==> src/rtl/acknak_latency_timer_mc.sv <==
// Per-channel AckNak latency timers on a shared prescaled tick; expiry raises a level request plus a one-cycle pulse.
// Latency: tlp_accepted -> running is 1 cycle; all outputs come straight from registers and no backpressure exists.
module acknak_latency_timer_mc #(
   parameter int NUM_CH     = 4,
   parameter int TIMER_W    = 16,
   parameter int PRESCALE_W = 8
) (
   input  logic                        clk,
   input  logic                        rst,
   input  logic                        dl_inactive,
   input  logic [TIMER_W-1:0]          threshold,
   input  logic [PRESCALE_W-1:0]       prescale,
   input  logic [NUM_CH-1:0]           tlp_accepted,
   input  logic [NUM_CH-1:0]           ack_nak_sched,
   input  logic [NUM_CH-1:0]           all_acked,
   output logic [NUM_CH*TIMER_W-1:0]   timer_value,
   output logic [NUM_CH-1:0]           running,
   output logic [NUM_CH-1:0]           ack_req,
   output logic [NUM_CH-1:0]           expire_pulse,
   output logic                        any_expired
);

   typedef enum logic [1:0] {
      S_IDLE    = 2'd0,
      S_RUN     = 2'd1,
      S_EXPIRED = 2'd2
   } state_e;

   logic [PRESCALE_W-1:0]          presc_cnt_q, presc_cnt_d;
   logic                           tick;
   state_e                         state_q [NUM_CH];
   state_e                         state_d [NUM_CH];
   logic [NUM_CH-1:0][TIMER_W-1:0] cnt_q, cnt_d;
   logic [NUM_CH-1:0]              pulse_q, pulse_d;

   function automatic logic [TIMER_W-1:0] sat_inc(input logic [TIMER_W-1:0] v);
      return (&v) ? v : v + TIMER_W'(1);
   endfunction

   // A prescale lowered below the running count ticks at once via >=.
   always_comb begin
      tick = !dl_inactive && (presc_cnt_q >= prescale);
      if (dl_inactive || tick) begin
         presc_cnt_d = '0;
      end else begin
         presc_cnt_d = presc_cnt_q + PRESCALE_W'(1);
      end
   end

   always_ff @(posedge clk or posedge rst) begin
      if (rst) begin
         presc_cnt_q <= '0;
         cnt_q       <= '0;
         pulse_q     <= '0;
         for (int i = 0; i < NUM_CH; i++) begin
            state_q[i] <= S_IDLE;
         end
      end else begin
         presc_cnt_q <= presc_cnt_d;
         cnt_q       <= cnt_d;
         pulse_q     <= pulse_d;
         for (int i = 0; i < NUM_CH; i++) begin
            state_q[i] <= state_d[i];
         end
      end
   end

   always_comb begin
      for (int i = 0; i < NUM_CH; i++) begin
         state_d[i] = state_q[i];
         cnt_d[i]   = cnt_q[i];
         pulse_d[i] = 1'b0;
         if (dl_inactive) begin
            state_d[i] = S_IDLE;
            cnt_d[i]   = '0;
         end else if (ack_nak_sched[i] || all_acked[i]) begin
            // A TLP arriving with the Ack is not covered by it, so timing restarts for that TLP.
            state_d[i] = tlp_accepted[i] ? S_RUN : S_IDLE;
            cnt_d[i]   = '0;
         end else begin
            case (state_q[i])
               S_IDLE: begin
                  if (tlp_accepted[i]) begin
                     state_d[i] = S_RUN;
                     cnt_d[i]   = '0;
                  end
               end
               S_RUN: begin
                  if (tick) begin
                     cnt_d[i] = sat_inc(cnt_q[i]);
                     if ((threshold != '0) && (sat_inc(cnt_q[i]) >= threshold)) begin
                        state_d[i] = S_EXPIRED;
                        pulse_d[i] = 1'b1;
                     end
                  end
               end
               S_EXPIRED: ;
               default: begin
                  state_d[i] = S_IDLE;
                  cnt_d[i]   = '0;
               end
            endcase
         end
      end
   end

   always_comb begin
      running = '0;
      ack_req = '0;
      for (int i = 0; i < NUM_CH; i++) begin
         running[i] = (state_q[i] == S_RUN);
         ack_req[i] = (state_q[i] == S_EXPIRED);
      end
   end

   assign timer_value  = cnt_q;
   assign expire_pulse = pulse_q;
   assign any_expired  = |ack_req;

endmodule

==> config.mk <==
export PLATFORM = sky130hd
export DESIGN_NAME = acknak_latency_timer_mc
export DESIGN_NICKNAME = d
export VERILOG_FILES = /design/src/rtl/acknak_latency_timer_mc.sv
export SDC_FILE = /design/constraint.sdc
export NUM_CORES = 1
export LEC_CHECK = 0
export BUFFER_PORTS_ARGS = -buffer_cell sky130_fd_sc_hd__clkbuf_2
export CORE_MARGIN = 2
export CORE_UTILIZATION = 62
export DETAILED_ROUTE_END_ITERATION = 8
export GPL_TIMING_DRIVEN = 0
export PLACE_DENSITY = 0.84
export RECOVER_POWER = 100
export SKIP_CTS_REPAIR_TIMING = 1
export SLEW_MARGIN = 20
export SYNTH_ARGS = -nofsm -noshare
export SYNTH_HDL_FRONTEND = slang
export SYNTH_SLANG_ARGS = --single-unit
==> constraint.sdc <==
create_clock -name clk -period 6.95 [get_ports clk]
set_clock_uncertainty 0.2 [all_clocks]
set_input_delay 1.39 -clock clk [delete_from_list [all_inputs] [get_ports clk]]
set_output_delay 1.39 -clock clk [all_outputs]
set_load 0.05 [all_outputs]
==> key figures, run 1 <==
Synthesis
  • Main combinational cell family by area after synthesis: simple AND/OR/NAND/NOR gates
  • Simple-gate share of the synthesized area: 22.0%
  • Compound-Gate Fraction of Synth Area: 20.7%
  • Post-Synthesis Cell Area: 0.00681 mm2
  • Asr flop ratio synth: 100%
  • Synth cell types: 62
  • Syn avg cell area: 8.74 um2
  • Post-Synth Adder-Cell Area: 14.1%
  • Post-synth top flop: dfrtp_1
  • Seq cells post-synth: 84
  • Mux cell area share after synthesis: 1.56%
  • EDFF count, synth: 0
  • Syn nets: 895
  • Seq/Total Area, Yosys: 30.9%
  • Xor/xnor cell area share of the yosys netlist: 6.81%
  • Yosys Warn Count: 0
  • Post-synthesis instance total: 779

Final layout
  • Layout net count: 1022
  • FILL cells: 862
  • Share of layout cells above drive strength 1: 9.13%
  • Most frequent cells in the layout: clkbuf_1 (91), dfrtp_1 (84), ha_1 (77)
  • Most common cell after layout, fill and taps aside: clkbuf_1
  • Area Growth Syn to Fin: 12.3%
  • Non-Filler Instances: 1049
  • Area of the multi-input gates: 0.00441 mm2
  • Number of inserted diodes: 0
  • Register cell area after layout: 0.00210 mm2

Worst setup path
  • CP most frequent cell: clkbuf_1
  • CP delay by family, top: buffers and inverters
  • Critical Path RT: 6970 ps
  • CP arrival: 4150 ps
  • Critical-path top delay cell: clkbuf_1
  • Critical path capture point type: register
  • Buf/Inv on CP: 4
  • Worst setup SP type: primary input
  • R2R Setup Slk: 2960 ps
  • CP max FO: 10
  • Cell Chain, Critical Path: clkbuf_2 > inv_1 > ha_1 > a211o_1 > a31oi_1 > o21a_1 > clkbuf_1 > clkbuf_1 > nor3_1 > o21ai_0 > o31ai_1
  • Worst Reg-to-Reg Cells: 13
  • Slowest stage delay, CP: 570 ps
  • FF-to-FF Start: timer_value[16]
  • WS Path Type: primary input to register
  • Critical R2R Capture: state_q[5]

Global routing
  • Total global-route track usage: 34.3%
  • Largest net degree at the start of global routing: 58
  • First-pass GRT wire length: 31.5 mm
  • Grt ovf: 0
  • Antenna violations before repair: 0
  • Vias in the first global route: 6358

Power
  • Power share of the clock group: 37.3%
  • LEAKAGE: 3.62 nW
  • Combinational share of power: 11.2%
  • Switching share of power: 26.6%
  • P_int: 0.709 mW
  • Seq pwr share: 51.5%
  • Max IR drop VDD: 96.2 uV
  • Pwr Density: 126 mW/mm2
  • Net Switching: 0.257 mW

Drt
  • Vias: 6750
  • Residual DRC: 0
  • Final antenna-violating net count: 0
  • Post-DR wirelength/cell: 18.8 um
  • Via/cell ratio: 6.43
  • WL final: 19.7 mm
  • TritonRoute pass-1 iters: 5
  • Starting DRT DRC Count: 479

Run status
  • Status: completed

Floorplanning
  • Core ar.: 0.0108 mm2
  • Row count: 38
  • # IOs: 116
  • Die Y: 109 um
  • Initial Util: 63.1%
  • Die width: 109 um
  • Full die area: 0.0118 mm2

STA
  • Setup TNS: 0 ps
  • Fmax: 242 MHz
  • Max_slew headroom: 14.4%
  • Endpoints failing hold: 0
  • Setup violations, final: 0
  • RSZ-0062 raised after global routing: no
  • Period utilisation layout: 59.4%
  • Fin. max-slew vios: 0
  • Worst setup margin: 2820 ps
  • Post-layout min period: 4130 ps
  • Least-Margin Pin Slew: 1280 ps

Min path
  • Hold Path End: timer_value[60]
  • Hold Path Class: register to register
  • WHS Path Cells: 1
  • Hold_sp: timer_value[60]

Placed design
  • Port bufs: 115
  • Post-detail-place hpwl: 15.0 mm
  • Placement Setup Slack: 2890 ps
  • Placed Instances: 1035
  • GPL Wtd Cong: 0.926

Clocking
  • Clock Path Buffers: 2
  • Clock sink count: 84
  • Reg clk slew, reported paths: 80 ps
  • H-Tree Depth: 3
  • Root buffer cell: clkbuf_8
  • Worst-Skew Late Latency: 390 ps
  • TritonCTS clock tree: done
  • Cts bufs inserted: 9

Job
  • # Max-Cap Violations: 0
flip-flops by register name, summed over array words and instances, names as in the netlist:
name / count
state_q: 8
expire_pulse: 4
timer_value: 64
presc_cnt_q: 8
cell usage after synthesis, types with 6 or more instances:
| cell | instances | share of area (%) |
|---|---|---|
| dfrtp_1 | 84 | 31 |
| ha_1 | 77 | 14 |
| a21oi_1 | 57 | 4.2 |
| nand2_1 | 54 | 3.0 |
| nor2_1 | 53 | 2.9 |
| inv_1 | 52 | 2.9 |
| o21ai_0 | 39 | 2.9 |
| nand3_1 | 36 | 2.6 |
| xnor2_1 | 33 | 4.2 |
| a22o_1 | 32 | 4.1 |
| nor3_1 | 24 | 1.8 |
| or3_1 | 22 | 2.0 |
| xor2_1 | 20 | 2.6 |
| a21o_1 | 16 | 1.8 |
| and3_1 | 16 | 1.5 |
| nand4_1 | 15 | 1.4 |
| buf_2 | 10 | 0.73 |
| o21a_1 | 9 | 0.99 |
| nor4_1 | 8 | 0.73 |
| o31ai_1 | 8 | 0.88 |
| clkbuf_1 | 7 | 0.39 |
| nand2b_1 | 7 | 0.64 |
| a211oi_1 | 6 | 0.66 |
| nand3_2 | 6 | 0.88 |
| or4_1 | 6 | 0.66 |
cell families (layout without fill, tap and decap cells):
family | count (synthesis) | count (layout)
muxes | 10 | 10
AOI/OAI and AO/OA | 209 | 209
buffers and inverters | 69 | 199
xor gates and xnor gates | 53 | 53
adders and majority gates | 77 | 77
DFF | 84 | 84
and+or+nand+nor | 277 | 277
how the worst max path moves through the flow:
stage / end / depth (start not counted) / start / slack, ps
CTS: state_q[0] / 13 / timer_value[52] / 3210
detailed placement: timer_value[39] / 11 / prescale[2] / 2890
floorplan: expire_pulse[0] / 1 / rst / 3190
global placement: timer_value[14] / 2 / rst / 2230
global route: state_q[6] / 12 / timer_value[0] / 2620
finish: timer_value[0] / 11 / prescale[2] / 2820
cell type report:
class                      instances  share of cell area [%]
multi-input combinational        626                    57.7
sequential                        84                    27.5
timing repair buffer             116                    6.62
inverter                          52                    2.57
tap                              140                    2.29
clock buffer                      12                    2.03
buffer                            17                   0.899
clock inverter                     2                   0.458
stage by stage:
| step | instance area [um2] | hold slack (ps) | power, mW | utilization (%) |
|---|---|---|---|---|
| after global placement | 7560 | 333 | 0.607 | 70.1 |
| after detailed placement | 7590 | 355 | 0.615 | 70.3 |
| final | 7650 | 380 | 0.966 | 70.9 |
| after CTS | 7780 | 371 | 0.967 | 72.1 |
| after floorplan | 6810 | 285 | 0.572 | - |
| after global routing | 7650 | 392 | 0.999 | 70.9 |
power groups by stage:
| stage | combinational [mW] | sequential [mW] | clock, mW |
|---|---|---|---|
| after detailed placement | 0.108 | 0.506 | 0 |
| after CTS | 0.108 | 0.497 | 0.362 |
| after floorplan | 0.0669 | 0.505 | 0 |
| final | 0.108 | 0.497 | 0.361 |
| after global routing | 0.120 | 0.498 | 0.382 |
| after global placement | 0.100 | 0.506 | 0 |
per-layer routing:
| layer | wire length (um) | up-vias | GRT usage (%) |
|---|---|---|---|
| met1 | 8000 | 3228 | 44.8 |
| met5 | 0 | - | 0 |
| li1 | - | 3117 | - |
| met4 | 812 | 0 | 18.8 |
| met2 | 9310 | 343 | 54.9 |
| met3 | 1580 | 62 | 4.90 |
No activity file was read; power rests on OpenSTA's default activity.
==> run 2: changes to the inputs <==
Settings changed: CORE_UTILIZATION 62 to 58, PLACE_DENSITY 0.84 to 0.79.
Clock period 6.95 ns to 4 ns, I/O delays scaled along.
==> run 2 against run 1 <==
Against the previous run: the run now ends with capacitance limit, slew limit left; worst hold slack worse by 25 ps; routed wire length rose by 1.2%; flip-flop and latch count stayed put; core utilization down 2.7 points; setup slack got worse by 2600 ps; final area is 1.7% higher; largest cell class unchanged.
==> key figures, run 2 (synthesized netlist as in run 1, its figures left out) <==
Power
  • Power share of the clock group: 45.3% (+8.0 points)
  • LEAKAGE: 3.68 nW (+1.9%)
  • Switching share of power: 26.3% (-0.33 points)
  • Max IR drop VDD: 308 uV (+220%)
  • Combinational share of power: 9.7% (-1.5 points)
  • P_int: 1.42 mW (+100%)
  • Pwr Density: 247 mW/mm2 (+96%)
  • Net Switching: 0.505 mW (+96%)
  • Seq pwr share: 45.0% (-6.5 points)

Clocking
  • Reg clk slew, reported paths: 60 ps (-20 ps)
  • Worst-Skew Late Latency: 360 ps (-30 ps)
  • TritonCTS clock tree: done
  • Clock Path Buffers: 2 (unchanged)
  • Clock sink count: 84 (unchanged)
  • H-Tree Depth: 3 (unchanged)
  • Root buffer cell: clkbuf_16
  • Cts bufs inserted: 9 (unchanged)

Placed design
  • Post-detail-place hpwl: 15.0 mm (about the same)
  • GPL Wtd Cong: 0.944 (+2.0%)
  • Placed Instances: 1038 (+0.29%)
  • Port bufs: 115 (unchanged)

Worst setup path
  • Slowest stage delay, CP: 530 ps (-40 ps)
  • CP max FO: 8 (-2)
  • Worst Reg-to-Reg Cells: 13 (unchanged)
  • Critical-path top delay cell: nor4_4
  • Worst setup SP type: register
  • Critical R2R Capture: state_q[3]
  • Stages on the worst setup path: 13 (+2)
  • CP delay by family, top: simple AND/OR/NAND/NOR gates
  • Buf/Inv on CP: 0 (-4)
  • Cell Chain, Critical Path: ha_1 > nand3_1 > nor4_4 > and2_0 > nor3_1 > xor2_1 > ha_1 > a21oi_1 > nand2_1 > a2111o_1 > a21oi_1 > nor3_1 > a21o_1
  • FF-to-FF Start: timer_value[32]
  • WS Path Type: register to register
  • Critical Path RT: 4050 ps (-2920 ps)
  • Critical path capture point type: register
  • R2R Setup Slk: 180 ps (-2780 ps)
  • CP arrival: 3860 ps (-290 ps)

Job
  • # Max-Cap Violations: 1 (+1)

Drt
  • Vias: 6710 (-0.59%)
  • Starting DRT DRC Count: 502 (+4.8%)
  • Via/cell ratio: 6.37 (-1.1%)
  • Post-DR wirelength/cell: 18.9 um (+0.76%)
  • WL final: 19.9 mm (+1.2%)
  • Residual DRC: 0 (unchanged)
  • Final antenna-violating net count: 0 (unchanged)
  • TritonRoute pass-1 iters: 5 (unchanged)

Final layout
  • Non-Filler Instances: 1054 (+0.48%)
  • Most common cell after layout, fill and taps aside: clkbuf_1
  • Area Growth Syn to Fin: 14.3%
  • Layout net count: 1022 (unchanged)
  • Post-Route Utilization: 68.2% (-2.7 points)
  • Number of inserted diodes: 0 (unchanged)
  • Share of layout cells above drive strength 1: 10.2% (+1.1 points)
  • Most frequent cells in the layout: clkbuf_1 (89), dfrtp_1 (84), ha_1 (77)
  • Max reg flops: 64 (unchanged)

Min path
  • Hold_sp: timer_value[47]
  • Hold Path Class: register to register
  • WHS Path Cells: 1 (unchanged)
  • Hold Path End: timer_value[47]

Floorplanning
  • Full die area: 0.0126 mm2 (+6.6%)
  • Row count: 39 (+2.6%)
  • Die width: 112 um (+3.3%)
  • Core ar.: 0.0114 mm2 (+5.8%)
  • Die Y: 112 um (+3.3%)
  • Initial Util: 59.7% (-3.5 points)
  • # IOs: 116 (unchanged)

STA
  • Fin. max-slew vios: 53 (+53)
  • Max_slew headroom: -53.4% (-68 points)
  • Least-Margin Pin Slew: 2290 ps (+1010 ps)
  • Post-layout min period: 3820 ps
  • Setup violations, final: 0 (unchanged)
  • RSZ-0062 raised after global routing: no
  • Period utilisation layout: 95.4%
  • Fmax: 262 MHz
  • Endpoints failing hold: 0 (unchanged)

Run status
  • Failing checks: capacitance limit, slew limit
  • Status: finished, violations left

Global routing
  • Largest net degree at the start of global routing: 53 (-8.6%)
  • First-pass GRT wire length: 31.7 mm (+0.39%)
  • Antenna violations before repair: 0 (unchanged)
  • Grt ovf: 0 (unchanged)
  • Vias in the first global route: 6439 (+1.3%)
  • Total global-route track usage: 31.3% (-3.0 points)
[run 2: cell types whose count changed in the layout (fill, tap and decap cells not counted), sizes merged]
cell / before / now
clkinv: 1 / 4
clkbuf: 140 / 138
inv: 51 / 52
[run 2: metal layers]
layer,up-vias,routed length (um),global-route usage [%]
met1,3244,8430,41.1
li1,3119,-,-
met3,58,1360,4.43
met5,-,0,0
met4,0,660,14.9
met2,289,9490,51.2
[run 2: worst max path at each step]
stage	start	endpoint	slack, ps
CTS	timer_value[16]	state_q[5]	200
finish	timer_value[32]	state_q[3]	180
global placement	rst	timer_value[1]	-160
detailed placement	timer_value[16]	state_q[5]	220
floorplan	timer_value[52]	state_q[0]	330
global route	timer_value[32]	state_q[3]	7
[run 2: power by group through the flow]
stage	logic, mW	clock network (mW)	registers (mW)
after global placement	0.174	0	0.880
after detailed placement	0.187	0	0.880
after CTS	0.188	0.870	0.864
final	0.186	0.871	0.865
after global routing	0.206	0.898	0.865
after floorplan	0.116	0	0.878
[run 2: area by class of cell]
type                            count  area (um2)
Fill cell                         976        3630
Multi-Input combinational cell    626        4450
Tap cell                          143         179
Inverter                           52         196
Timing Repair Buffer              116         484
Buffer                             17        70.1
Sequential cell                    84        2100
Clock buffer                       10         239
Clock inverter                      6        62.6
[run 2: stage by stage]
stage	setup slack [ps]	hold slack [ps]	area, um2	power [mW]	TNS [ps]
2_1_floorplan	332	285	6810	0.994	0
3_3_place_gp	-161	334	7570	1.05	-13130
3_5_place_dp	216	333	7590	1.07	0
4_1_cts	201	352	7890	1.92	0
5_1_grt	7.31	371	7780	1.97	0
6_report	185	354	7780	1.92	0
==> run 3: changes to the inputs <==
Settings changed: ABC_AREA set to 1.
==> run 3 against run 2 <==
Against the previous run: the run now ends clean; final area is 2.0% higher; critical endpoint is now state_q[4]; critical path depth is 7 higher; sequential share of layout area is 0.52 points lower; non-clock buffer count is 9 lower; worst hold slack worse by 39 ps.
==> key figures, run 3 <==
Placed design
  • Post-detail-place hpwl: 14.3 mm (-4.7%)
  • Placed Instances: 1237 (+19%)
  • GPL Wtd Cong: 0.896 (-5.1%)
  • Port bufs: 114 (-0.87%)

STA
  • Fmax: 301 MHz (+15%)
  • Period utilisation layout: 83.0% (-12 points)
  • Least-Margin Pin Slew: 1480 ps (-811 ps)
  • Fin. max-slew vios: 0 (-100%)
  • RSZ-0062 raised after global routing: no
  • Endpoints failing hold: 0 (unchanged)
  • Max_slew headroom: 1.57% (+55 points)
  • Setup violations, final: 0 (unchanged)
  • Post-layout min period: 3320 ps (-494 ps)
  • Hold Worst Slack: 315 ps (-39.0 ps)

Synthesis
  • Top-count cell post-synth: nand2_1
  • Seq/Total Area, Yosys: 29.9% (-0.99 points)
  • Seq cells post-synth: 84 (unchanged)
  • Largest area contributor in the netlist: dfrtp_1
  • Asr flop ratio synth: 100% (unchanged)
  • Post-Synthesis Cell Area: 0.00704 mm2 (+3.3%)
  • Yosys Warn Count: 0 (unchanged)
  • Synth area leaders: dfrtp_1 (30%), nand2_1 (16%), ha_1 (14%)
  • Post-synth top flop: dfrtp_1
  • Synth cell count leaders: nand2_1 (292), inv_1 (143), dfrtp_1 (84)
  • EDFF count, synth: 0 (unchanged)
  • Post-synthesis instance total: 975 (+25%)
  • Syn avg cell area: 7.22 um2 (-17%)
  • Syn nets: 1091 (+22%)
  • Area fraction of the dominant cell type after synthesis: 29.9% (-0.99 points)
  • Synth cell types: 38 (-39%)

Global routing
  • Vias in the first global route: 6422 (-0.26%)
  • First-pass GRT wire length: 30.6 mm (-3.2%)
  • Largest net degree at the start of global routing: 56 (+5.7%)
  • Antenna violations before repair: 0 (unchanged)
  • Total global-route track usage: 30.0% (-1.3 points)
  • Grt ovf: 0 (unchanged)

Worst setup path
  • Buf/Inv on CP: 2 (+2)
  • CP arrival: 3370 ps (-490 ps)
  • Worst setup SP type: register
  • Critical path capture point type: register
  • Cell Chain, Critical Path: ha_1 > nand3_2 > nor2_1 > nand3_1 > nor2_1 > inv_2 > o21ai_0 > ha_1 > nand2_1 > inv_1 > nand2_1 > nand2_1 > nor2_1 > nand2_1 > nand2_1 > nand2_1 > nand2_1 > nand2_1 > nand3_1 > nand2_1
  • CP delay by family, top: simple AND/OR/NAND/NOR gates
  • Critical Path RT: 4050 ps (about the same)
  • WS Path Type: register to register
  • Slowest stage delay, CP: 460 ps (-70 ps)
  • CP most frequent cell: nand2_1
  • Critical-path top delay cell: dfrtp_1
  • CP max FO: 10 (+2)

Clocking
  • Reg clk slew, reported paths: 60 ps (about the same)
  • TritonCTS clock tree: done
  • Root buffer cell: clkbuf_16
  • Worst-Skew Late Latency: 360 ps (about the same)
  • H-Tree Depth: 3 (unchanged)
  • Clock Path Buffers: 2 (unchanged)
  • Clock sink count: 84 (unchanged)
  • Cts bufs inserted: 9 (unchanged)

Drt
  • Post-DR wirelength/cell: 14.8 um (-22%)
  • Residual DRC: 0 (unchanged)
  • Final antenna-violating net count: 0 (unchanged)
  • WL final: 18.5 mm (-7.2%)
  • TritonRoute pass-1 iters: 7 (+2)
  • Via/cell ratio: 5.42 (-15%)
  • Starting DRT DRC Count: 453 (-9.8%)
  • Vias: 6785 (+1.1%)

Final layout
  • Layout net count: 1217 (+19%)
  • Max reg flops: 64 (unchanged)
  • FILL cells: 1129 (+16%)
  • Most frequent cells in the layout: nand2_1 (296), inv_1 (149), clkbuf_1 (86)
  • Share of layout cells above drive strength 1: 8.41% (-1.8 points)
  • Area Growth Syn to Fin: 12.8%
  • Non-Filler Instances: 1253 (+19%)
  • Most common cell after layout, fill and taps aside: nand2_1
  • Number of inserted diodes: 0 (unchanged)

Floorplanning
  • Initial Util: 59.1% (-0.57 points)
  • Full die area: 0.0130 mm2 (+3.2%)
  • Die Y: 114 um (+1.6%)
  • Core ar.: 0.0119 mm2 (+4.3%)
  • Row count: 40 (+2.6%)
  • # IOs: 116 (unchanged)
  • Die width: 114 um (+1.6%)

Run status
  • Status: completed

Min path
  • Hold Path Class: register to register

Job
  • # Max-Cap Violations: 0 (-1)

Power
  • LEAKAGE: 4.21 nW (+14%)
  • Power Total: 1.98 mW (+3.2%)
  • Max IR drop VDD: 155 uV (-50%)
  • Pwr Density: 250 mW/mm2 (+1.2%)
==> run 3: changes by cell type after synthesis, sizes merged, moves of 26 or more <==
cell,change
nand2,+245
inv,+104
nor2,+26
xnor2,-31
a22o,-32
==> run 3: per-layer routing <==
metal	GRT usage, %	part of all wire, %	vias to the layer above	wire length (um)
li1	-	-	3398	-
met1	40.4	45	3111	8250
met2	49.0	46	240	8480
met3	3.76	6.7	36	1230
met4	12.5	2.8	0	525
met5	0	0	-	0
==> run 3: per-stage QoR <==
stage / util [%] / setup WS, ps / setup TNS (ps) / area [um2]
6_report: 66.6 / 679 / 0 / 7940
5_1_grt: 66.6 / 338 / 0 / 7940
4_1_cts: 68.4 / 956 / 0 / 8140
3_5_place_dp: 65.7 / 985 / 0 / 7820
3_3_place_gp: 65.4 / -309 / -25340 / 7790
2_1_floorplan: - / 835 / 0 / 7040
==> run 3: cells by family (layout without fill, tap and decap cells) <==
kind of cell | count (synthesis) | after routing | share of synthesized area, %
compound gates | 119 | 119 | 9.26
xor+xnor | 45 | 45 | 5.60
fa+ha+maj | 77 | 77 | 13.7
buf+inv | 165 | 296 | 9.28
flops | 84 | 84 | 29.9
mux | 1 | 1 | 0.142
simple gates | 484 | 484 | 32.2
==> run 3: worst reg2reg max path: stages, from the launching register on <==
cell	delay, ps
dfrtp_1	460
ha_1	310
nand3_2	120
nor2_1	300
nand3_1	180
nor2_1	250
inv_2	140
o21ai_0	160
ha_1	310
nand2_1	70
inv_1	50
nand2_1	60
nand2_1	40
nor2_1	100
nand2_1	60
nand2_1	50
nand2_1	60
nand2_1	110
nand2_1	90
nand3_1	70
nand2_1	50
==> run 3: worst paths after layout <==
check / from / to / slack, ps / depth (start not counted)
setup / recovery: timer_value[17] / state_q[4] / 680 / 20
hold / removal: presc_cnt_q[0] / presc_cnt_q[0] / 320 / 1
setup reg to reg: timer_value[17] / state_q[4] / 680 / 20
hold reg to reg: presc_cnt_q[0] / presc_cnt_q[0] / 320 / 1
max in group asynchronous: rst / timer_value[26] / 1110 / 3
min in group asynchronous: rst / timer_value[44] / 500 / 2
==> run 3: where the power goes <==
part | switching (mW) | leakage [nW] | internal [mW]
registers | 0.00772 | 1.17 | 0.857
clock network | 0.357 | 0.153 | 0.563
logic | 0.139 | 2.89 | 0.0574
total | 0.504 | 4.21 | 1.48
==> run 3: layout make-up <==
type / count / area [um2] / area share, %
multi-input combinational: 726 / 4220 / 53.1
sequential: 84 / 2100 / 26.5
inverter: 156 / 587 / 7.39
timing repair buffer: 115 / 479 / 6.04
clock buffer: 12 / 246 / 3.11
tap: 147 / 184 / 2.32
clock inverter: 4 / 72.6 / 0.914
buffer: 9 / 48.8 / 0.615
